File: config.mk
export PLATFORM = sky130hd
export DESIGN_NAME = div_unit
export DESIGN_NICKNAME = d
export VERILOG_FILES = /design/src/rtl/div_pkg.sv /design/src/rtl/div_step.sv /design/src/rtl/div_unit.sv
export SDC_FILE = /design/constraint.sdc
export NUM_CORES = 1
export LEC_CHECK = 0
export BUFFER_PORTS_ARGS = -buffer_cell sky130_fd_sc_hd__buf_2
export CORE_UTILIZATION = 28
export CTS_CLUSTER_DIAMETER = 120
export DETAILED_ROUTE_END_ITERATION = 6
export HOLD_SLACK_MARGIN = 0.1
export SETUP_SLACK_MARGIN = 0.1
export SLEW_MARGIN = 20
export SYNTH_ARGS = -nofsm -noshare
export SYNTH_HDL_FRONTEND = slang
export SYNTH_SLANG_ARGS = --single-unit
File: constraint.sdc
create_clock -name clk -period 5 [get_ports clk]
set_clock_uncertainty 0.1 [all_clocks]
set_input_delay 0.5 -clock clk [delete_from_list [all_inputs] [get_ports clk]]
set_output_delay 0.5 -clock clk [all_outputs]
set_load 0.02 [all_outputs]
File: src/rtl/div_pkg.sv
// Shared types and constants for the sequential signed divider.
// Latency: n/a (declarations only).
// Backpressure: n/a.
package div_pkg;

   localparam int DIV_WIDTH = 32;
   localparam int DIV_ITERS = 32;
   // Working register is {R[32:0], Q[31:0]}.
   localparam int DIV_WR_W  = 2*DIV_WIDTH + 1;

   typedef enum logic [1:0] {
      IDLE = 2'd0,
      RUN  = 2'd1,
      FIX  = 2'd2,
      DONE = 2'd3
   } div_state_t;

   typedef logic [5:0] div_cnt_t;

   // Magnitude of a signed operand, widened by one bit so |-2^31| fits.
   function automatic logic [DIV_WIDTH:0] div_abs(input logic [DIV_WIDTH-1:0] v);
      logic [DIV_WIDTH:0] ext;
      ext = {v[DIV_WIDTH-1], v};
      return v[DIV_WIDTH-1] ? -ext : ext;
   endfunction

endpackage

File: src/rtl/div_step.sv
// One restoring shift-subtract iteration on the {R,Q} working register.
// Latency: combinational.
// Backpressure: none; the caller decides when to register the result.
module div_step
   import div_pkg::*;
(
   input  logic [DIV_WR_W-1:0] wr_in,
   input  logic [DIV_WIDTH:0]  divisor,
   output logic [DIV_WR_W-1:0] wr_out
);

   logic [DIV_WR_W-1:0] shifted;
   logic [DIV_WIDTH:0]  trial;

   // Shift in a zero, trial-subtract the divisor, keep the difference if it did not go negative.
   always_comb begin
      shifted = wr_in << 1;
      trial   = shifted[DIV_WR_W-1:DIV_WIDTH] - divisor;
      wr_out  = shifted;
      if (!trial[DIV_WIDTH]) begin
         wr_out[DIV_WR_W-1:DIV_WIDTH] = trial;
         wr_out[0]                    = 1'b1;
      end
   end

endmodule

File: src/rtl/div_unit.sv
// Sequential 32-bit signed divider, one quotient bit per cycle, truncating toward zero.
// Latency: result pulse 34 cycles after the start edge, 1 cycle for a zero divisor.
// Backpressure: none; a new start in RUN/FIX aborts silently, a start in DONE or the pulse cycle is accepted.
module div_unit
   import div_pkg::*;
(
   input  logic                 clk,
   input  logic                 clr,
   input  logic                 ctrl_div,
   input  logic [DIV_WIDTH-1:0] data_operandA,
   input  logic [DIV_WIDTH-1:0] data_operandB,
   output logic [DIV_WIDTH-1:0] data_result,
   output logic                 data_exception,
   output logic                 data_resultRDY,
   output logic                 busy
);

   div_state_t           state, state_nxt;
   logic [DIV_WR_W-1:0]  wr, wr_nxt;
   logic [DIV_WIDTH:0]   divisor;
   logic                 neg;
   div_cnt_t             cnt;
   logic [DIV_WIDTH-1:0] res_q;
   logic                 exc_q;

   logic                 b_zero;
   logic [DIV_WIDTH:0]   abs_a;
   logic [DIV_WIDTH:0]   abs_b;

   assign b_zero = (data_operandB == '0);
   assign abs_a  = div_abs(data_operandA);
   assign abs_b  = div_abs(data_operandB);

   div_step u_step (
      .wr_in   (wr),
      .divisor (divisor),
      .wr_out  (wr_nxt)
   );

   // State register.
   always_ff @(posedge clk) begin
      if (clr) state <= IDLE;
      else     state <= state_nxt;
   end

   // Next state: a start wins in every state, otherwise walk RUN -> FIX -> DONE -> IDLE.
   always_comb begin
      state_nxt = state;
      busy      = (state != IDLE);
      if (ctrl_div) begin
         state_nxt = b_zero ? DONE : RUN;
      end else begin
         case (state)
            IDLE:    state_nxt = IDLE;
            RUN:     if (cnt == div_cnt_t'(DIV_ITERS-1)) state_nxt = FIX;
            FIX:     state_nxt = DONE;
            DONE:    state_nxt = IDLE;
            default: state_nxt = IDLE;
         endcase
      end
   end

   // Datapath: operand capture on start, one iteration per RUN cycle, sign fix-up in FIX.
   always_ff @(posedge clk) begin
      if (clr) begin
         wr      <= '0;
         divisor <= '0;
         neg     <= 1'b0;
         cnt     <= '0;
         res_q   <= '0;
         exc_q   <= 1'b0;
      end else if (ctrl_div) begin
         if (b_zero) begin
            res_q <= '0;
            exc_q <= 1'b1;
         end else begin
            // abs_a <= 2^31, so its top bit is zero and lands harmlessly in R[0].
            wr      <= {{DIV_WIDTH{1'b0}}, abs_a};
            divisor <= abs_b;
            neg     <= data_operandA[DIV_WIDTH-1] ^ data_operandB[DIV_WIDTH-1];
            cnt     <= '0;
            exc_q   <= 1'b0;
         end
      end else begin
         case (state)
            RUN: begin
               wr  <= wr_nxt;
               cnt <= cnt + 6'd1;
            end
            FIX: res_q <= neg ? -wr[DIV_WIDTH-1:0] : wr[DIV_WIDTH-1:0];
            default: ;
         endcase
      end
   end

   // Outputs are published from DONE, so a start taken in DONE cannot disturb the pending pulse.
   always_ff @(posedge clk) begin
      if (clr) begin
         data_result    <= '0;
         data_exception <= 1'b0;
         data_resultRDY <= 1'b0;
      end else begin
         data_resultRDY <= (state == DONE);
         if (state == DONE) begin
            data_result    <= res_q;
            data_exception <= exc_q;
         end
      end
   end

endmodule

After elaboration in Yosys (flattened, before gate mapping). Cells that the tools add are included.

Flip-flop bits (word level): 173. Bits of input ports: 67. Output and inout bits: 35. Logic and storage cells: 52.

Add/sub/neg operators: 5. Equal/unequal tests: 7. Mux-type cells: 19. Bitwise logic cells: 2. Reduce and logical (&&, ||, !) cells: 9.

Operators with widths (count): 64-bit 2-to-1 mux (3); 32-bit 2-to-1 mux (5); 33-bit 2-to-1 mux (2); 33-bit negation (2); 33-bit subtractor (1); 32-bit logical NOT (1); 32-bit negation (1); 6-bit 2-to-1 mux (3); 6-bit by 1-bit adder with 6-bit output, second input constant (1); 6-bit by 5-bit == test with 1-bit output, second input constant (1); 2-bit 2-to-1 mux (3); 2-bit one-hot mux with 3 select lines (1); 2-bit AND reduction (3); 2-bit nonzero test (3); 2-bit == test, second input constant (2); 3-bit != test, second input constant (1); 2-bit by 1-bit == test with 1-bit output, second input constant (1); 2-bit logical NOT (1); 1-bit 2-to-1 mux (2); 2-bit by 1-bit != test with 1-bit output, second input constant (1); 2-bit != test, second input constant (1); 2-bit OR reduction (1); 1-bit NOT (1); 1-bit bitwise XOR (1).

Depth between registers and ports, before layout. Gate-level depths: netlist of the first run.

Depth in word-level cells: 4. Gate-level depth with buffers: 14. Depth with buffers taken out: 12.

By module. Synthesis of the first run repeated with hierarchy kept, for this count alone.

Cell total of the unflattened synthesis: 1371. Area total of the unflattened synthesis: 10855.4 um^2.

By module, submodules not included: div_unit (times used 1, cells an instance 977, area each 8323.0 um^2, seq. area each 3483.3 um^2); div_step (times used 1, cells an instance 394, area each 2532.4 um^2, seq. area each 0.0 um^2).

Least setup slack after synthesis of the first run. OpenSTA, ideal clock, no wires.

Path type: reg2reg. From: register wr[31]. To: register wr[39]. Library setup time: 128 ps. Arrival: 2975 ps. Required time: 4772 ps. Slack: 1796 ps. Stages on the path, launching flop included: 15. Buffers on the path: 2. Clock period less this slack: 3204 ps. Cells stage by stage: dfxtp_1 > inv_1 > ha_1 > inv_1 > fa_1 > a211oi_1 > o211ai_1 > a211oi_1 > o21ai_0 > a21oi_1 > xnor2_1 > buf_2 > buf_2 > mux2i_1 > o21ai_0.

Cells in the longest elaborated chain, start to end: 4.

RTL lines: start: declaration (RTL line div_unit.sv:19) `logic [DIV_WR_W-1:0] wr, wr_nxt;`; start signal: assignment (RTL line div_unit.sv:78) `wr <= {{DIV_WIDTH{1'b0}}, abs_a};`; start signal: assignment (RTL line div_unit.sv:87) `wr <= wr_nxt;`; 33-bit subtractor (RTL line div_step.sv:18) `trial = shifted[DIV_WR_W-1:DIV_WIDTH] - divisor;`; 32-bit 2-to-1 mux (RTL line div_step.sv:20) `if (!trial[DIV_WIDTH]) begin`; 64-bit 2-to-1 mux (RTL line div_unit.sv:85) `case (state)`; 64-bit 2-to-1 mux (RTL line div_unit.sv:72) `end else if (ctrl_div) begin`.

No other way between the ends. The select of a mux whose other input is x is not followed. A chain may end at the register's enable or synchronous reset.

Worst setup path in the final report of the first run.
From: register wr[31]. To: register wr[41].

The elaborated chain is that of the path after synthesis.

==> results of run 1 <==
stage by stage:
stage | setup slack, ns | hold slack (ns)
5_1_grt | 0.770 | 0.261
4_1_cts | 1.15 | 0.244
6_report | 1.15 | 0.258
3_3_place_gp | 1.23 | 0.347
2_1_floorplan | 1.80 | 0.325
3_5_place_dp | 1.17 | 0.355
report_power, final:
group	internal [uW]	leakage (uW)	switching, uW
registers	1430	0.00141	56.6
logic	222	0.00317	361
clock network	731	0.000308	672
cells by family after synthesis:
family                   count (synthesis)
AND/OR/NAND/NOR                        462
AO/OA/AOI/OAI                          354
flip-flops                             173
buffers and inverters                  139
XOR/XNOR                               118
multiplexers                            61
adder cells (fa/ha/maj)                 41
tightest hold or removal path, cell delays in order:
cell	delay, ns
buf_2	0.12
nand2_1	0.07
a21oi_1	0.06
cells in the mapped netlist (4+ instances only):
library cell  instances
a211o_1               7
a211oi_1             51
a21boi_0              5
a21o_1                9
a21oi_1              89
a221oi_1              4
a22oi_1               5
a32oi_1               7
and3_1                6
buf_1                 4
buf_2                 7
buf_4                 6
clkbuf_1             65
dfxtp_1             173
ha_1                 40
inv_1                57
mux2i_1              61
nand2_1             128
nand2b_1             13
nand3_1              23
nand3b_1              6
nand4_1              10
nor2_1              171
nor2b_1               7
nor3_1               39
nor4_1               12
o211ai_1             14
o21a_1                5
o21ai_0              91
o31ai_1              23
o41ai_1              16
or2_2                 6
or3_1                11
or4_1                15
xnor2_1              44
xor2_1               74
cell type report:
class / instances / area, um2 / share of cell area
multi-input combinational: 1036 / 6630 / 0.543
sequential: 173 / 3460 / 0.284
tap: 504 / 631 / 0.0517
timing repair buffer: 115 / 613 / 0.0502
clock buffer: 17 / 425 / 0.0349
inverter: 57 / 214 / 0.0175
clock inverter: 15 / 213 / 0.0174
antenna: 7 / 17.5 / 0.00144
metal layers:
layer	global-route usage	vias to the layer above
li1	-	4935
met1	0.214	4436
met2	0.232	192
met3	0.0310	47
met4	0.0548	4
met5	0	-
registers in the layout, indices dropped and copies added (netlist names):
name            flops
state               2
data_result        32
res_q              32
divisor            33
data_resultRDY      1
neg                 1
wr                 64
data_exception      1
exc_q               1
cnt                 6
worst paths after layout:
check | from | to
worst min-delay path | data_operandB[0] | divisor[0]
worst min register to register | res_q[19] | res_q[19]
worst max register to register | wr[31] | wr[41]
worst max-delay path | wr[31] | wr[41]
==> flow_metrics.tcl, run 1 <==
set metrics [dict create \
    min_path_cells 3 \
    cts_hold_buf 0 \
    grt_pass1_vias 9084 \
    max_stage_delay_ns 0.42 \
    tightest_slew_ns 1.02 \
    drt_iter0_drc 748 \
    synth_top_family_by_area "compound AO/OA/AOI/OAI gates" \
    fin_crit_sh 0.770 \
    status "finished, final reports clean" \
    wl_met1_um 14600 \
    synthCells 1348 \
    muxShareOfSynthArea 0.0575 \
    total_leakage_power_uw 0.00488 \
    drc 0 \
    dr_total_vias 9614 \
    hpwl_um 21900 \
    rsz0062_at_grt "no" \
    die_h_um 197 \
    crit_chain "inv_1 -> ha_1 -> inv_1 -> fa_1 -> a211oi_1 -> o211ai_1 -> a211oi_1 -> o21ai_0 -> buf_4 -> a21oi_1 -> xnor2_2 -> buf_4 -> mux2i_1 -> o21ai_0" \
    clk_pin_slew_ns 0.07 \
    die_w_um 197 \
    layout_commonest_cell "dfxtp_1" \
    dp.cells 1885 \
    synth_ff_type "dfxtp_1" \
    slew_headroom 0.319 \
    drv_cap 0 \
    routed_wl_um 29100 \
    path_delay_family "compound AO/OA/AOI/OAI gates" \
    start_util 0.287 \
    numPortBuffers 101 \
    regToRegSetupSlack_ns 1.15 \
    yosysTopAreaCell "dfxtp_1" \
    rr_worst_depth 14 \
    place_area_mm2 0.0115 \
    slew_viol_final 0 \
    ys_seq_area_frac 0.326 \
    cts_tree "yes" \
    num_rows 70 \
    synthesis.area_mm2 0.0106 \
    critPathLaunchType "flop" \
    post_cts_buffers 0 \
    synth_compound_area_frac 0.215 \
    synthAdderAreaFrac 0.0491 \
    final_layout_size_suffix_gt1_frac 0.120 \
    vias_per_cell 5.00 \
    cp_max_fo 15 \
    area_growth_pct 15.0 \
    htree_levels 4 \
    critPathCaptureType "flop" \
    setup-violations-final 0 \
    peakVddDrop_mv 0.239 \
    cts.repair.resized 0 \
    hold_viol 0 \
    met2WireLength_um 12300 \
    worstHoldPathType "input port to flop" \
    ant_nets 0 \
    clock_sinks 173 \
    path_buf_inv 4 \
    yosysUniqueCellTypes 63 \
    critical_path_arrival_ns 4.05 \
    dr_wl_met3_um 1330 \
    highest_layer "met5" \
    totalPowerFinal_uw 3470 \
    synth_xor_area_frac 0.0974 \
    clock_path_buffers 2 \
    cp.depth 14 \
    ys_top_cells_by_area "dfxtp_1 (33%), xor2_1 (6.1%), nor2_1 (6.0%)" \
    ys_ff_latch 173 \
    die-area_mm2 0.0387 \
    first_pass_iters 6 \
    critPathSlowestCell "fa_1" \
    fin_util 0.330 \
    synthSimpleGateAreaFrac 0.203 \
    grt_antenna_before_repair 9 \
    max_clock_freq_mhz 260 \
    worstPathRequired_ns 5.20 \
    synth_top_cell_area_share 0.326 \
    num-nets-final 1508 \
    n_fill_cell 4021 \
    synth-edff-count 0 \
    final_area_mm2 0.0122 \
    worstSkewPairLatency_ns 0.44 \
    place_congestion 0.900 \
    overflow 0 \
    fin_crit_ns 3.85 \
    avgSynthCellArea_um2 7.87 \
    cts_buffers 17 \
    synth_nets 1456 \
    fin_setup_tns_ns 0 \
    synth.yosys.warnings 0 \
    async_reset_ff_frac 0 \
    wire_per_inst_um 15.1 \
    grt_use_total 0.153 \
    cts-root-buf "clkbuf_16" \
    grt_max_degree 78 \
    most-common-layout-cells "dfxtp_1 (173), nor2_1 (171), nand2_1 (127)" \
    worst-setup-path-type "flop to flop" \
    top_level_ports 102 \
    core_mm2 0.0370 \
    grt_pass1_wl_um 47900 \
    final_cells 1924 \
    power-per-cell-area_mw_per_mm2 285 \
]
Power figures use the tool's default switching activity.
==> inputs of run 2 (changes only) <==
==> constraint.sdc (replaced) <==
create_clock -name clk -period 3.4 [get_ports clk]
set_clock_uncertainty 0.1 [all_clocks]
set_input_delay 0.34 -clock clk [delete_from_list [all_inputs] [get_ports clk]]
set_output_delay 0.34 -clock clk [all_outputs]
set_load 0.02 [all_outputs]
==> run 2 against run 1 <==
Largest power group unchanged. First-iteration DRC count shrank 19%. Global-route usage rose by 0.19 points. Routed wire length rose by 3.0%. Non-clock buffer count rose by 41. Design area rose by 3.1%. Combinational power rose by 55%. Sequential power increased by 47%. Critical path depth fell by 1. Setup slack got worse by 0.89 ns.
==> flow_metrics.tcl, run 2 (synthesis results as in run 1) <==
set metrics [dict create \
    status "finished, final reports clean" \
    critPathLaunchType "flop" \
    place_congestion 0.886 \
    clkPwrFrac 0.392 \
    die-area_mm2 0.0387 \
    reg_top3 "wr x64, divisor x33" \
    max_stage_delay_ns 0.66 \
    path_delay_family "compound AO/OA/AOI/OAI gates" \
    p_int_uw 3480 \
    top_register "wr" \
    slew_headroom 0.383 \
    dp.cells 1920 \
    area_growth_pct 18.5 \
    clock_path_buffers 2 \
    critPathCaptureType "flop" \
    final_cells 1967 \
    num-nets-final 1550 \
    die_h_um 197 \
    drc 0 \
    drv_cap 0 \
    die_w_um 197 \
    tightest_slew_ns 0.924 \
    top_level_ports 102 \
    critPathSlowestCell "or4b_2" \
    worstHoldPathType "input port to flop" \
    ant_nets 0 \
    grt_use_total 0.155 \
    pwr-share-seq 0.430 \
    fin_setup_tns_ns 0 \
    path_buf_inv 3 \
    overflow 0 \
    start_util 0.287 \
    rsz0062_at_grt "no" \
    largest_reg_flops 64 \
    layout_commonest_cell "dfxtp_1" \
    dr_total_vias 9831 \
    htree_levels 4 \
    critical_path_arrival_ns 3.42 \
    power.share.switching 0.315 \
    cts_buffers 17 \
    max_clock_freq_mhz 319 \
    grt_antenna_before_repair 9 \
    grt_max_degree 63 \
    routed_wl_um 30000 \
    clk_pin_slew_ns 0.08 \
    core_mm2 0.0370 \
    fin_util 0.340 \
    fin_crit_sh 0.923 \
    clock_sinks 173 \
    p_comb_frac 0.178 \
    most-common-layout-cells "dfxtp_1 (173), nor2_1 (171), nand2_1 (128)" \
    crit_chain "inv_1 -> ha_1 -> inv_1 -> fa_1 -> a211oi_2 -> o211ai_1 -> a211oi_2 -> o21ai_1 -> a21oi_2 -> buf_4 -> xnor2_4 -> or4b_2 -> nand2_1" \
    worstPathRequired_ns 3.69 \
    final_layout_size_suffix_gt1_frac 0.147 \
    vias_per_cell 5.00 \
    cts_tree "yes" \
    cts-root-buf "clkbuf_16" \
    first_pass_iters 5 \
    worst-setup-path-type "flop to flop" \
    setup-violations-final 0 \
    final_area_mm2 0.0126 \
    numPortBuffers 101 \
    wire_per_inst_um 15.2 \
    hold_viol 0 \
    grt_pass1_vias 9070 \
    slew_viol_final 0 \
    netSwitchingPower_uw 1600 \
    num_rows 70 \
    peakVddDrop_mv 0.385 \
    place_area_mm2 0.0119 \
    drt_iter0_drc 603 \
    power-per-cell-area_mw_per_mm2 404 \
    fin_crit_ns 3.14 \
    worstSkewPairLatency_ns 0.45 \
    hpwl_um 22900 \
    cp_max_fo 5 \
    grt_pass1_wl_um 48200 \
    total_leakage_power_uw 0.00509 \
]
run 2: changes by cell type in the layout (fill, tap and decap cells not counted), sizes merged, moves of 2 or more:
cell,change
clkinv,-4
buf,+41
inv,+2
clkinvlp,+2
run 2: through the flow:
step                      hold WS, ns  setup WS, ns  total power, uW
after floorplan                 0.325         0.196             2840
after global placement          0.349         0.150             3110
after detailed placement        0.356        0.0258             3130
after CTS                       0.110         0.104             5120
after global routing            0.133        0.0825             5320
final                           0.130         0.263             5080
run 2: per-layer routing:
layer	part of all wire	wire length, um	up-vias	track usage
met5	0.0011	33	-	0
met4	0.019	584	4	0.0517
met3	0.042	1270	43	0.0334
met2	0.43	13000	178	0.235
met1	0.50	15100	4598	0.216
li1	-	-	5008	-
run 2: power by group through the flow:
| stage | Combinational [uW] | Sequential, uW | Clock (uW) |
|---|---|---|---|
| after floorplan | 635 | 2200 | 0 |
| after global placement | 885 | 2230 | 0 |
| after detailed placement | 894 | 2230 | 0 |
| after CTS | 900 | 2180 | 2030 |
| after global routing | 1010 | 2200 | 2110 |
| final | 904 | 2190 | 2000 |
run 2: final timing paths:
path,from,end,slack [ns],depth (start not counted)
setup / recovery,wr[31],wr[53],0.26,13
hold / removal,data_operandB[0],divisor[0],0.13,3
setup reg to reg,wr[31],wr[53],0.26,13
hold reg to reg,divisor[0],divisor[0],0.37,2
run 2: what timing repair did:
item / 4_1_cts / 5_1_grt
hold buffers: 0 / 0
setup buffers: 0 / 4
gates cloned: 0 / 3
setup endpoints to repair: 25 / 33
gates resized for setup: 4 / 5
pin swaps: 0 / 3
run 2: area by class of cell:
class	count	area, um2
diodes	8	20.0
clock buffers	18	439
clock inverters	14	168
fillers	3947	24400
inverters	57	214
multi-input cells	1037	6670
flip-flops and latches	173	3460
well taps	504	631
repair buffers	156	976
run 2: worst min-delay path, stage by stage:
cell	delay, ns
buf_2	0.13
nand2_1	0.10
a21oi_1	0.06
==> inputs of run 3 (changes only) <==
--- a/config.mk
+++ b/config.mk
@@ -10,6 +10,7 @@
 export CTS_CLUSTER_DIAMETER = 120
 export DETAILED_ROUTE_END_ITERATION = 6
 export HOLD_SLACK_MARGIN = 0.1
+export RECOVER_POWER = 100
 export SETUP_SLACK_MARGIN = 0.1
 export SLEW_MARGIN = 20
 export SYNTH_ARGS = -nofsm -noshare
==> run 3 against run 2 <==
Sequential power hardly changed. Register-to-register slack hardly changed. Routed wire length hardly changed. Combinational power is 0.8% lower. Maximum frequency is 0.18% lower. Sequential share of layout area is 0.23 points higher. Critical path type unchanged. Highest routed layer unchanged.
==> flow_metrics.tcl, run 3 (synthesis results as in run 1) <==
set metrics [dict create \
    status "finished, final reports clean" \
    drt_iter0_drc 687 \
    num_rows 70 \
    num-nets-final 1550 \
    n_fill_cell 3979 \
    hpwl_um 22900 \
    slew_headroom 0.234 \
    final_layout_size_suffix_gt1_frac 0.115 \
    cp_max_fo 7 \
    fin_crit_ns 3.14 \
    setup-violations-final 0 \
    fin_crit_sh 0.924 \
    drc 0 \
    top_register "wr" \
    core_mm2 0.0370 \
    routed_wl_um 30000 \
    grt_max_degree 63 \
    drv_cap 0 \
    cts-root-buf "clkbuf_16" \
    numPortBuffers 101 \
    fin_setup_tns_ns 0 \
    grt_pass1_wl_um 48200 \
    cts_tree "yes" \
    place_congestion 0.886 \
    vias_per_cell 5.00 \
    die-area_mm2 0.0387 \
    total_leakage_power_uw 0.00491 \
    slew_viol_final 0 \
    tightest_slew_ns 1.15 \
    top_level_ports 102 \
    clk_pin_slew_ns 0.08 \
    worstPathRequired_ns 3.63 \
    worst-setup-path-type "flop to flop" \
    start_util 0.287 \
    wire_per_inst_um 15.2 \
    grt_antenna_before_repair 9 \
    ant_nets 0 \
    place_area_mm2 0.0119 \
    worstSkewPairLatency_ns 0.44 \
    grt_use_total 0.155 \
    cts_hold_buf 0 \
    clock_path_buffers 2 \
    power-per-cell-area_mw_per_mm2 407 \
    rsz0062_at_grt "no" \
    grt_pass1_vias 9070 \
    largest_reg_flops 64 \
    dr_total_vias 9844 \
    die_w_um 197 \
    critPathLaunchType "flop" \
    area_growth_pct 17.5 \
    place_ws_ns 0.0258 \
    layout_setup_ws_ns 0.257 \
    first_pass_iters 5 \
    reg_top3 "wr x64, divisor x33" \
    hold_viol 0 \
    max_clock_freq_mhz 318 \
    cts_buffers 17 \
    die_h_um 197 \
    worstHoldPathType "input port to flop" \
    most-common-layout-cells "dfxtp_1 (173), nor2_1 (171), nand2_1 (128)" \
    critPathCaptureType "flop" \
    fin_util 0.337 \
    critical_path_arrival_ns 3.37 \
    final_area_mm2 0.0125 \
    layout_commonest_cell "dfxtp_1" \
    htree_levels 4 \
    clock_sinks 173 \
    overflow 0 \
    totalPowerFinal_uw 5080 \
    peakVddDrop_mv 0.379 \
]
## run 3: cell count changes in the layout (fill, tap and decap cells not counted), sizes merged
cell / before / now
clkbuf: 18 / 67
buf: 156 / 107
## run 3: worst max-delay path: stages, from the launching register on
cell	delay (ns)
dfxtp_1	0.32
inv_1	0.07
ha_1	0.16
inv_1	0.05
fa_1	0.39
a211oi_2	0.26
o211ai_1	0.16
a211oi_2	0.25
o21ai_1	0.13
a21oi_2	0.19
buf_4	0.16
xnor2_4	0.15
clkbuf_1	0.35
mux2i_1	0.22
o21ai_0	0.08
## run 3: what timing repair did
item | 4_1_cts | 5_1_grt
buffers inserted | 0 | 4
gates resized for setup | 4 | 5
cloned | 0 | 3
setup endpoints to repair | 25 | 33
pin swaps | 0 | 3
## run 3: worst paths after layout
kind                                   end  slack (ns)             start  cells past startpoint
worst max-delay path                wr[34]        0.26            wr[31]                     14
worst min-delay path            divisor[0]        0.13  data_operandB[0]                      3
worst max register to register      wr[34]        0.26            wr[31]                     14
worst min register to register  divisor[0]        0.37        divisor[0]                      2
## run 3: layout make-up
type | instances | area, um2 | share of cell area
Antenna cell | 8 | 20.0 | 0.00161
Clock buffer | 18 | 439 | 0.0352
Clock inverter | 14 | 168 | 0.0134
Inverter | 57 | 214 | 0.0172
Multi-Input combinational cell | 1037 | 6640 | 0.532
Sequential cell | 173 | 3460 | 0.278
Tap cell | 504 | 631 | 0.0506
Timing Repair Buffer | 156 | 902 | 0.0723
## run 3: power breakdown
part / total [uW] / switching (uW) / internal, uW / leakage, uW
Combinational: 897 / 539 / 358 / 0.00321
Clock: 1990 / 977 / 1020 / 0.000290
Sequential: 2190 / 83.1 / 2100 / 0.00141
Total: 5080 / 1600 / 3480 / 0.00491
## run 3: per-layer routing
layer	routed length (um)	vias up	global-route usage
met4	571	4	0.0517
met2	13000	202	0.235
met5	33	-	0
li1	-	5019	-
met1	15100	4577	0.216
met3	1330	42	0.0334
## run 3: metrics by stage
stage               hold slack, ns  std cells
floorplan                    0.325       1348
global placement             0.349       1920
detailed placement           0.356       1920
CTS                          0.110       1952
global route                 0.133       1963
finish                       0.134       1967
